`src/rtl/fir_pkg.sv`:
```
// Shared types and width helpers for the time-shared FIR and its feeder.
// Defaults here match the FIR so both sides agree on the result width.
package fir_pkg;

  localparam int FIR_DATA_WIDTH = 16;
  localparam int FIR_COEFF_WIDTH = 16;
  localparam int FIR_COEFF_FRACTION_WIDTH = 15;

  typedef enum logic [1:0] {
    IDLE,
    WAIT_RESULT,
    HOLD
  } feeder_state_t;

  function automatic int fir_result_width(
    input int dw,
    input int cw,
    input int fw
  );
    return dw + cw - fw + 2;
  endfunction

endpackage

```
`src/rtl/fir_share_feeder_if.sv`:
```
// Upstream sample stream and downstream result stream of the FIR feeder.
// slave = feeder side, master = producer/consumer side.
interface fir_share_feeder_if
  import fir_pkg::*;
#(
  parameter int DATA_WIDTH = FIR_DATA_WIDTH,
  parameter int RW = fir_result_width(
    FIR_DATA_WIDTH,
    FIR_COEFF_WIDTH,
    FIR_COEFF_FRACTION_WIDTH
  )
);

  logic signed [DATA_WIDTH-1:0] s_data;
  logic                         s_valid;
  logic                         s_ready;
  logic signed [RW-1:0]         m_data;
  logic                         m_valid;
  logic                         m_ready;

  modport slave (
    input  s_data,
    input  s_valid,
    input  m_ready,
    output s_ready,
    output m_data,
    output m_valid
  );

  modport master (
    output s_data,
    output s_valid,
    output m_ready,
    input  s_ready,
    input  m_data,
    input  m_valid
  );

endinterface

```
`src/rtl/fir_feeder_fifo.sv`:
```
// Small synchronous FIFO; full is a flop so the feeder's s_ready is registered.
// Writes while full are refused even if a pop lands in the same cycle.
module fir_feeder_fifo
  import fir_pkg::*;
#(
  parameter int W = 16,
  parameter int DEPTH = 4,
  localparam int AW = $clog2(DEPTH)
) (
  input  logic         clk,
  input  logic         reset,
  input  logic         push,
  input  logic         pop,
  input  logic [W-1:0] wdata,
  output logic [W-1:0] rdata,
  output logic         full,
  output logic         empty,
  output logic [AW:0]  count
);

  localparam logic [AW-1:0] PTR_ONE = AW'(1);
  localparam logic [AW:0]   CNT_ONE = (AW + 1)'(1);
  localparam logic [AW:0]   CNT_FULL = (AW + 1)'(DEPTH);

  logic [W-1:0]  mem [DEPTH];
  logic [AW-1:0] wr_ptr;
  logic [AW-1:0] rd_ptr;
  logic [AW:0]   cnt_d;
  logic          do_push;
  logic          do_pop;

  assign empty = (count == '0);
  assign do_push = push && !full;
  assign do_pop = pop && !empty;
  assign rdata = mem[rd_ptr];

  always_comb begin
    cnt_d = count;
    if (do_push && !do_pop) cnt_d = count + CNT_ONE;
    if (!do_push && do_pop) cnt_d = count - CNT_ONE;
  end

  always_ff @(posedge clk) begin
    if (do_push) mem[wr_ptr] <= wdata;
  end

  always_ff @(posedge clk) begin
    if (reset) begin
      wr_ptr <= '0;
      rd_ptr <= '0;
      count <= '0;
      full <= 1'b0;
    end else begin
      if (do_push) wr_ptr <= wr_ptr + PTR_ONE;
      if (do_pop) rd_ptr <= rd_ptr + PTR_ONE;
      count <= cnt_d;
      full <= (cnt_d == CNT_FULL);
    end
  end

endmodule

```
`src/rtl/fir_share_feeder.sv`:
```
// Sequencer feeding one sample at a time to the time-shared 4-tap FIR.
// Optional watchdog in WAIT_RESULT: define FEEDER_TIMEOUT_EN.
module fir_share_feeder
  import fir_pkg::*;
#(
  parameter int DATA_WIDTH = FIR_DATA_WIDTH,
  parameter int COEFF_WIDTH = FIR_COEFF_WIDTH,
  parameter int COEFF_FRACTION_WIDTH = FIR_COEFF_FRACTION_WIDTH,
  parameter int FIFO_DEPTH = 4,
  parameter int TIMEOUT_CYCLES = 16,
  localparam int RW = fir_result_width(
    DATA_WIDTH,
    COEFF_WIDTH,
    COEFF_FRACTION_WIDTH
  ),
  localparam int CW = $clog2(FIFO_DEPTH) + 1
) (
  input  logic                         clk,
  input  logic                         reset,
  fir_share_feeder_if.slave            bus,
  output logic signed [DATA_WIDTH-1:0] fir_data,
  output logic                         fir_data_valid,
  input  logic signed [RW-1:0]         fir_out_sum,
  input  logic                         fir_out_valid,
  output logic [CW-1:0]                fifo_count,
  output logic                         err_spurious,
  output logic                         err_timeout
);

  feeder_state_t         state;
  logic                  push;
  logic                  pop;
  logic                  full;
  logic                  empty;
  logic [DATA_WIDTH-1:0] head;

  assign push = bus.s_valid && bus.s_ready;
  assign pop = (state == IDLE) && !empty;
  assign bus.s_ready = !full;

  fir_feeder_fifo #(
    .W     (DATA_WIDTH),
    .DEPTH (FIFO_DEPTH)
  ) u_fifo (
    .clk   (clk),
    .reset (reset),
    .push  (push),
    .pop   (pop),
    .wdata (bus.s_data),
    .rdata (head),
    .full  (full),
    .empty (empty),
    .count (fifo_count)
  );

`ifdef FEEDER_TIMEOUT_EN
  localparam int TW = $clog2(TIMEOUT_CYCLES + 1);
  localparam logic [TW-1:0] T_LAST = TW'(TIMEOUT_CYCLES - 1);
  localparam logic [TW-1:0] T_ONE = TW'(1);
  logic [TW-1:0] tmr;
`else
  assign err_timeout = 1'b0;
`endif

  always_ff @(posedge clk) begin
    if (reset) begin
      state <= IDLE;
      fir_data <= '0;
      fir_data_valid <= 1'b0;
      bus.m_data <= '0;
      bus.m_valid <= 1'b0;
      err_spurious <= 1'b0;
`ifdef FEEDER_TIMEOUT_EN
      err_timeout <= 1'b0;
      tmr <= '0;
`endif
    end else begin
      unique case (state)
        IDLE: begin
          if (fir_out_valid) err_spurious <= 1'b1;
          if (!empty) begin
            fir_data <= head;
            fir_data_valid <= 1'b1;
            state <= WAIT_RESULT;
`ifdef FEEDER_TIMEOUT_EN
            tmr <= '0;
`endif
          end
        end
        WAIT_RESULT: begin
          fir_data_valid <= 1'b0;
          // a result on the expiry cycle still wins
          if (fir_out_valid) begin
            bus.m_data <= fir_out_sum;
            bus.m_valid <= 1'b1;
            state <= HOLD;
          end
`ifdef FEEDER_TIMEOUT_EN
          else if (tmr == T_LAST) begin
            err_timeout <= 1'b1;
            state <= IDLE;
          end else begin
            tmr <= tmr + T_ONE;
          end
`endif
        end
        HOLD: begin
          if (fir_out_valid) err_spurious <= 1'b1;
          if (bus.m_ready) begin
            bus.m_valid <= 1'b0;
            state <= IDLE;
          end
        end
        default: state <= IDLE;
      endcase
    end
  end

endmodule

```
`src/flat_wrapper.sv`:
```
// flat-port wrapper written by rule: the top's interface ports become plain ports
module fir_share_feeder_flat import fir_pkg::*;
#(
  parameter int DATA_WIDTH = FIR_DATA_WIDTH,
  parameter int COEFF_WIDTH = FIR_COEFF_WIDTH,
  parameter int COEFF_FRACTION_WIDTH = FIR_COEFF_FRACTION_WIDTH,
  parameter int FIFO_DEPTH = 4,
  parameter int TIMEOUT_CYCLES = 16,
  localparam int RW = fir_result_width(
    DATA_WIDTH,
    COEFF_WIDTH,
    COEFF_FRACTION_WIDTH
  ),
  localparam int CW = $clog2(FIFO_DEPTH) + 1
)
  (clk, reset, fir_data, fir_data_valid, fir_out_sum, fir_out_valid, fifo_count, err_spurious, err_timeout, bus_s_data, bus_s_valid, bus_m_ready, bus_s_ready, bus_m_data, bus_m_valid);
  fir_share_feeder_if #(.DATA_WIDTH(DATA_WIDTH)) bus_i ();
  input  logic clk;
  input  logic reset;
  output logic signed [DATA_WIDTH-1:0] fir_data;
  output logic fir_data_valid;
  input  logic signed [RW-1:0] fir_out_sum;
  input  logic fir_out_valid;
  output logic [CW-1:0] fifo_count;
  output logic err_spurious;
  output logic err_timeout;
  input wire logic [$bits(bus_i.s_data)-1:0] bus_s_data;
  input wire logic [$bits(bus_i.s_valid)-1:0] bus_s_valid;
  input wire logic [$bits(bus_i.m_ready)-1:0] bus_m_ready;
  output wire logic [$bits(bus_i.s_ready)-1:0] bus_s_ready;
  output wire logic [$bits(bus_i.m_data)-1:0] bus_m_data;
  output wire logic [$bits(bus_i.m_valid)-1:0] bus_m_valid;
  assign bus_i.s_data = bus_s_data;
  assign bus_i.s_valid = bus_s_valid;
  assign bus_i.m_ready = bus_m_ready;
  assign bus_s_ready = bus_i.s_ready;
  assign bus_m_data = bus_i.m_data;
  assign bus_m_valid = bus_i.m_valid;
  fir_share_feeder #(.DATA_WIDTH(DATA_WIDTH), .COEFF_WIDTH(COEFF_WIDTH), .COEFF_FRACTION_WIDTH(COEFF_FRACTION_WIDTH), .FIFO_DEPTH(FIFO_DEPTH), .TIMEOUT_CYCLES(TIMEOUT_CYCLES)) u_core (.clk(clk), .reset(reset), .bus(bus_i), .fir_data(fir_data), .fir_data_valid(fir_data_valid), .fir_out_sum(fir_out_sum), .fir_out_valid(fir_out_valid), .fifo_count(fifo_count), .err_spurious(err_spurious), .err_timeout(err_timeout));
endmodule
```
`config.mk`:
```
export PLATFORM = sky130hd
export DESIGN_NAME = fir_share_feeder_flat
export DESIGN_NICKNAME = d
export VERILOG_FILES = /design/src/rtl/fir_pkg.sv /design/src/rtl/fir_share_feeder_if.sv /design/src/rtl/fir_feeder_fifo.sv /design/src/rtl/fir_share_feeder.sv /design/src/flat_wrapper.sv
export SDC_FILE = /design/constraint.sdc
export NUM_CORES = 1
export LEC_CHECK = 0
export CAP_MARGIN = 20
export CORE_MARGIN = 2
export CORE_UTILIZATION = 55
export DETAILED_ROUTE_END_ITERATION = 12
export GPL_TIMING_DRIVEN = 0
export PLACE_DENSITY_LB_ADDON = 0.2
export SYNTH_ARGS = -nofsm -noshare
export SYNTH_HDL_FRONTEND = slang
export SYNTH_SLANG_ARGS = --single-unit
export TNS_END_PERCENT = 10
```
`constraint.sdc`:
```
create_clock -name clk -period 3.95 [get_ports clk]
set_clock_uncertainty 0.2 [all_clocks]
set_input_delay 0.9875 -clock clk [delete_from_list [all_inputs] [get_ports clk]]
set_output_delay 0.9875 -clock clk [all_outputs]
set_load 0.05 [all_outputs]
```
# After elaboration in Yosys (flattened, before gate mapping)
# Memory sizes are Yosys's and may differ from the RTL's. A register that Yosys moved wholly into a read port is not among the register bits.
# Cells that the tools add are included.
dict set report totals {
  reg_bits 32
  out_inout_bits 43
  n_memories 1
  elab_cells 55
  mem_bits_rw 64
  inputBits 40
}
dict set report op_classes {
  muxes 13
  reduce_logical 21
  bitwise 1
  addsub 4
  eq_ne 6
}
# memory depth word_bits rd rd_clocked_by_memory_dff write_ports line
set memory_table {}
lappend memory_table {u_core.u_fifo.mem 4 16 1 1 1 fir_feeder_fifo.sv:25} ;# logic [W-1:0] mem [DEPTH];
# operator count
set op_table {}
lappend op_table {{2-bit AND reduction} 4}
lappend op_table {{1-bit logical AND} 6}
lappend op_table {{2-bit 2-to-1 mux} 3}
lappend op_table {{3-bit 2-to-1 mux} 2}
lappend op_table {{2-bit inequality test (second input constant)} 3}
lappend op_table {{2-bit one-hot mux with 3 select lines} 1}
lappend op_table {{3-bit AND reduction} 2}
lappend op_table {{1-bit 2-to-1 mux} 5}
lappend op_table {{2-bit by 1-bit adder with 2-bit output (second input constant)} 2}
lappend op_table {{1-bit logical NOT} 4}
lappend op_table {{1-bit one-hot mux with 2 select lines} 2}
lappend op_table {{2-bit nonzero test} 2}
lappend op_table {{3-bit by 1-bit adder with 3-bit output (second input constant)} 1}
lappend op_table {{3-bit equality test (second input constant)} 1}
lappend op_table {{3-bit logical NOT} 1}
lappend op_table {{3-bit by 1-bit subtractor with 3-bit output (second input constant)} 1}
lappend op_table {{2-bit by 1-bit equality test with 1-bit output (second input constant)} 1}
lappend op_table {{2-bit equality test (second input constant)} 1}
lappend op_table {{2-bit logical NOT} 1}
lappend op_table {{2-bit OR reduction} 1}
lappend op_table {{1-bit NOT} 1}

# Logic depth before layout (Yosys ltp)
dict set report logic_depth {
  word_depth 9
  mapped_depth 7
  mapped_depth_nobuf 6
}

# Modules after synthesis
# From an unflattened synthesis, not the netlist that was laid out.
dict set report hier_totals {
  hier_cells 333
  area_unflattened_um2 4698.3
}
# mod area_each_um2 seq_area_each_um2 cells_each n_inst
set modules_own_cells {}
lappend modules_own_cells {fir_feeder_fifo 2885.3 2122.0 148 1}
lappend modules_own_cells {fir_share_feeder 1813.0 800.8 185 1}

# Least setup slack after synthesis
# Ideal clock, no wire load.
dict set report synth_path {
  kind {reg-to-reg}
  from {register u_core.u_fifo.count[0]}
  to {register u_core.u_fifo.full}
  period_less_slack_ns 2.400
  path_buffers 0
  slack_ns 1.550
  setup_time_ns 0.079
  arrival_time_ns 2.121
  stages_incl_launch_ff 7
  required_ns 3.671
  path_cell_list {dfxtp_1 > inv_1 > ha_1 > nor2b_1 > o211a_1 > or4b_1 > a22oi_1}
}
dict set report synth_between {
  elab_chain_cells 9
  elab_cells_between_ends 12
  cone_classes {2 x add/sub; 1 x eq/ne; 2 x mux; 7 x reduce/logical}
}
# element line
set synth_rtl {}
lappend synth_rtl {{from (decl)} fir_feeder_fifo.sv:18} ;# output logic [AW:0] count
lappend synth_rtl {{from (signal assigned)} fir_feeder_fifo.sv:56} ;# count <= cnt_d;
lappend synth_rtl {{3-bit logical NOT} fir_feeder_fifo.sv:32} ;# assign empty = (count == '0);
lappend synth_rtl {{1-bit logical NOT} {fir_feeder_fifo.sv:34, fir_share_feeder.sv:38}}
lappend synth_rtl {{1-bit logical AND} fir_share_feeder.sv:38} ;# assign pop = (state == IDLE) && !empty;
lappend synth_rtl {{1-bit logical AND} fir_feeder_fifo.sv:34} ;# assign do_pop = pop && !empty;
lappend synth_rtl {{1-bit logical NOT} fir_feeder_fifo.sv:39} ;# if (do_push && !do_pop) cnt_d = count + CNT_ONE;
lappend synth_rtl {{1-bit logical AND} fir_feeder_fifo.sv:39}
lappend synth_rtl {{3-bit 2-to-1 mux} fir_feeder_fifo.sv:39}
lappend synth_rtl {{3-bit 2-to-1 mux (*)} fir_feeder_fifo.sv:40} ;# if (!do_push && do_pop) cnt_d = count - CNT_ONE;
lappend synth_rtl {{3-bit equality test (*)} fir_feeder_fifo.sv:57} ;# full <= (cnt_d == CNT_FULL);
lappend synth_rtl {{to (signal assigned)} fir_feeder_fifo.sv:57}
lappend synth_rtl {{to (decl)} fir_feeder_fifo.sv:16} ;# output logic full,
# Mark *: on every way between the ends. The rest lies on a longest branch, timed or not.
# A chain may end at the register's enable or synchronous reset.

# Final worst setup path
dict set report layout_path {
  from {input bus_s_valid}
  to {memory u_core.u_fifo.mem[2][7] (enable)}
}
dict set report layout_between {
  elab_chain_cells 4
}
# element line
set layout_rtl {}
lappend layout_rtl {{from (decl)} flat_wrapper.sv:28} ;# input wire logic [$bits(bus_i.s_valid)-1:0] bus_s_valid;
lappend layout_rtl {{1-bit logical AND} fir_share_feeder.sv:37} ;# assign push = bus.s_valid && bus.s_ready;
lappend layout_rtl {{1-bit logical AND} fir_feeder_fifo.sv:33} ;# assign do_push = push && !full;
lappend layout_rtl {{1-bit 2-to-1 mux} fir_feeder_fifo.sv:44} ;# if (do_push) mem[wr_ptr] <= wdata;
lappend layout_rtl {{1-bit 2-to-1 mux (not written as such)} fir_feeder_fifo.sv:44}
lappend layout_rtl {{to (decl)} fir_feeder_fifo.sv:25}
# No other way between the ends.

==> reports/summary.txt <==
area grow syn2layout - 26.4%
largest net degree at the start of global routing - 19
worst r2r path cells - 7
maximum VDD drop - 0.334 mV
register clock-pin slew on the reported worst setup and hold paths - 100 ps
Syn. warnings - 0
reg2reg start - u_core.u_fifo.count[0]
total number of vias - 2716
maximum buffer depth of the clock tree - 2
Root Driver - clkbuf_8
endpoints failing hold - 0
pwr/cell area - 693 nW/µm²
count leader, synth - nand2_1
IO buf count - 81
setup TNS - 0 ps
min Tclk post-route - 2860 ps
critical-path maximum fanout - 16
DR iter-0 viols - 86
PostCTS Resize Cnt - 0
fillcell total - 515
setup bufs post-CTS - 0
reg2reg setup slack - 1510 ps
die height - 91.4 µm
Worst EP required - 3740 ps
Initial Util - 0.574
core footprint - 7330 µm²
DRC errors left - 0
Clock Latency Late Sink - 360 ps
endpoints failing setup - 0
first-pass GRT wire length - 12800 µm
initial antenna violation count - 0
FFs w/ async S/R, synth - 0
via/cell ratio - 5.22
iteration count of the initial detailed-routing pass - 4
Top Usage Layer GRT - met2
grt met1 use - 0.245
clock sink count - 112
Mapped Cells - 324
Post-DP HPWL - 5310 µm
num rows - 31
Final Cycle Share - 0.724
final worst setup slack - 1090 ps
ant diodes - 0
pre-CTS setup slack - 652 ps
XOR/XNOR share of the synthesized area - 0.00625
die area - 8360 µm²
Post-synth EDFFs - 64
Synth Flop Type - edfxtp_1
CTS tree - built
Levels on crit path - 4
largest family of logic cells by synthesized area - simple AND/OR/NAND/NOR gates
crit path to - u_core.u_fifo.mem[2][7]
critical path's largest stage delay - 750 ps
CTS Buf Count - 9
syn_area_per_cell - 13.0 µm²
# nets final - 463
sequential share of the synthesized area - 0.686
GR Layer Usage met2 - 0.347
Crit Path Class - in -> reg
Tightest Hold Check Type - reg -> reg
CP endpoint kind - register
vias in the first global route - 2685
CP Launch Type - input pin
depth of the CTS H-tree - 3
fmax - 349 MHz
met3 usage - 0.0340
mux contribution to synthesized area - 0.0857
GRT overflow - 0
remaining antenna violation count - 0
share of layout cells above drive strength 1 - 0.0879
flops & latches, synth - 112
die span in x - 91.4 µm
Synth Cell Area - 4210 µm²
global placer's final weighted congestion - 0.810
Max Cap Viol - 0
CP Buf/Inv Count - 2
Multi-input gate area - 1220 µm²
Final Max Tran Viols - 0
hold buffer count at CTS - 0
synth cell count leaders - nand2_1, edfxtp_1, dfxtp_1, a21oi_1, mux4_2
slew margin rel. - 0.427
all-layer global routing usage - 0.198
outcome - finished, final reports clean
RSZ-0062 raised after global routing - false
register area - 2880 µm²
Critical Path Start - bus_s_valid
# IOs - 83
Pleak - 1.81 nW
Synth Net Count - 371
Synth area leader - edfxtp_1
CP max-delay cell - and2_1
critical path arrival - 2660 ps
unique cell type count in the Yosys netlist - 31
cells along the critical path - clkdlybuf4s50_1, nor2b_1, clkbuf_1, and2_1
simple-gate share of the synthesized area - 0.111
Top delay family on crit path - simple AND/OR/NAND/NOR gates
Crit Reg-Reg Endpoint - u_core.fir_data[3]
Tightest Pin Transition - 860 ps
final wirelength - 7850 µm
Area contributors post-synth - edfxtp_1, dfxtp_1, mux4_2
area share of the largest cell type after synthesis - 0.457
WL/cell - 15.1 µm
Post-Synth Adder-Cell Area - 0.0208
Synth Area in Compound Gates - 0.0661
## layout make-up
class	count	share of cell area
Multi-Input combinational cell	189	0.230
Sequential cell	112	0.542
Tap cell	99	0.0233
Clock inverter	4	0.00588
Clock buffer	12	0.0273
Timing Repair Buffer	81	0.153
Inverter	6	0.00424
Buffer	17	0.0146
## cells in the final DEF, fill, tap and decap left out
master           netlist  final
or2_1                  1      1
o211a_1                1      1
or4b_1                 1      1
inv_1                  6      6
a2111oi_0              2      2
o21a_1                 1      1
clkbuf_8               0     10
a21oi_1               42     42
inv_8                  0      1
ha_1                   7      7
conb_1                 1      1
clkbuf_1               6      8
buf_4                  2      2
clkinv_2               0      1
and4_1                 1      1
edfxtp_1              64     64
xnor2_1                2      2
and2_1                 5      5
nor3_1                 4      4
nand2_1               77     77
a22oi_1                1      1
clkinvlp_4             0      2
or4_1                  1      1
o21ai_0                2      2
mux4_2                16     16
xor2_1                 1      1
nand2b_1               2      2
buf_1                  4      4
nand3_1                2      2
nor2b_1                3      3
buf_2                  5      5
clkdlybuf4s50_1        0     81
a31oi_1                1      1
nor2_1                14     14
a221oi_1               1      1
dfxtp_1               48     48
## cell families (layout without fill, tap and decap cells)
kind of cell    Yosys count  after routing
fa+ha+maj                 7              7
other cells               1              1
simple gates            111            111
buf+inv                  23            120
flops                   112            112
xor+xnor                  3              3
mux                      16             16
compound gates           51             51
## worst min-delay path by stage
stage	depth (start not counted)	slack, ps	to	startpoint
finish	2	260	u_core.bus.m_data[3]	u_core.bus.m_data[3]
global route	2	280	u_core.bus.m_data[9]	u_core.bus.m_data[9]
CTS	2	260	u_core.bus.m_data[14]	u_core.bus.m_data[14]
floorplan	2	270	u_core.u_fifo.wr_ptr[1]	u_core.u_fifo.wr_ptr[1]
detailed placement	2	250	u_core.bus.m_data[6]	u_core.bus.m_data[6]
global placement	2	240	u_core.bus.m_data[8]	u_core.bus.m_data[8]
## worst reg2reg max path: stages, from the launching register on
cell and delay [ps]:
dfxtp_1 450, inv_1 110, ha_1 220, nor2b_1 170, nor2_1 590, buf_2 390
nand2_1 80, a21oi_1 150
## sequential cells by signal, indices dropped and copies added (netlist names)
| name | cells |
|---|---|
| u_core.u_fifo.mem | 64 |
| u_core.bus.m_data | 19 |
| u_core.fir_data | 16 |
| u_core.u_fifo.count | 3 |
| u_core.state | 2 |
| u_core.u_fifo.rd_ptr | 2 |
| u_core.u_fifo.wr_ptr | 2 |
| u_core.bus.m_valid | 1 |
| u_core.err_spurious | 1 |
| u_core.fir_data_valid | 1 |
| u_core.u_fifo.full | 1 |
## layer usage
metal | up-vias | share of wire
met5 | - | 0
met4 | 0 | 0.016
met3 | 12 | 0.048
met2 | 77 | 0.51
met1 | 1294 | 0.43
li1 | 1333 | -
## report_power, final
group / switching, mW / internal, mW
Clock: 0.366 / 0.251
Sequential: 0.107 / 1.45
Combinational: 0.976 / 0.536
## per-stage QoR
stage	total power [mW]	hold WS, ps	cell area [µm²]	cells	utilization
final	3.69	260	5320	520	0.725
after global routing	3.88	280	5320	520	0.725
after CTS	3.71	263	5320	520	0.725
after detailed placement	3.10	249	5140	504	0.701
after global placement	3.06	241	5140	504	0.701
after floorplan	2.62	269	4210	324	-
No activity file was read; power rests on OpenSTA's default activity.
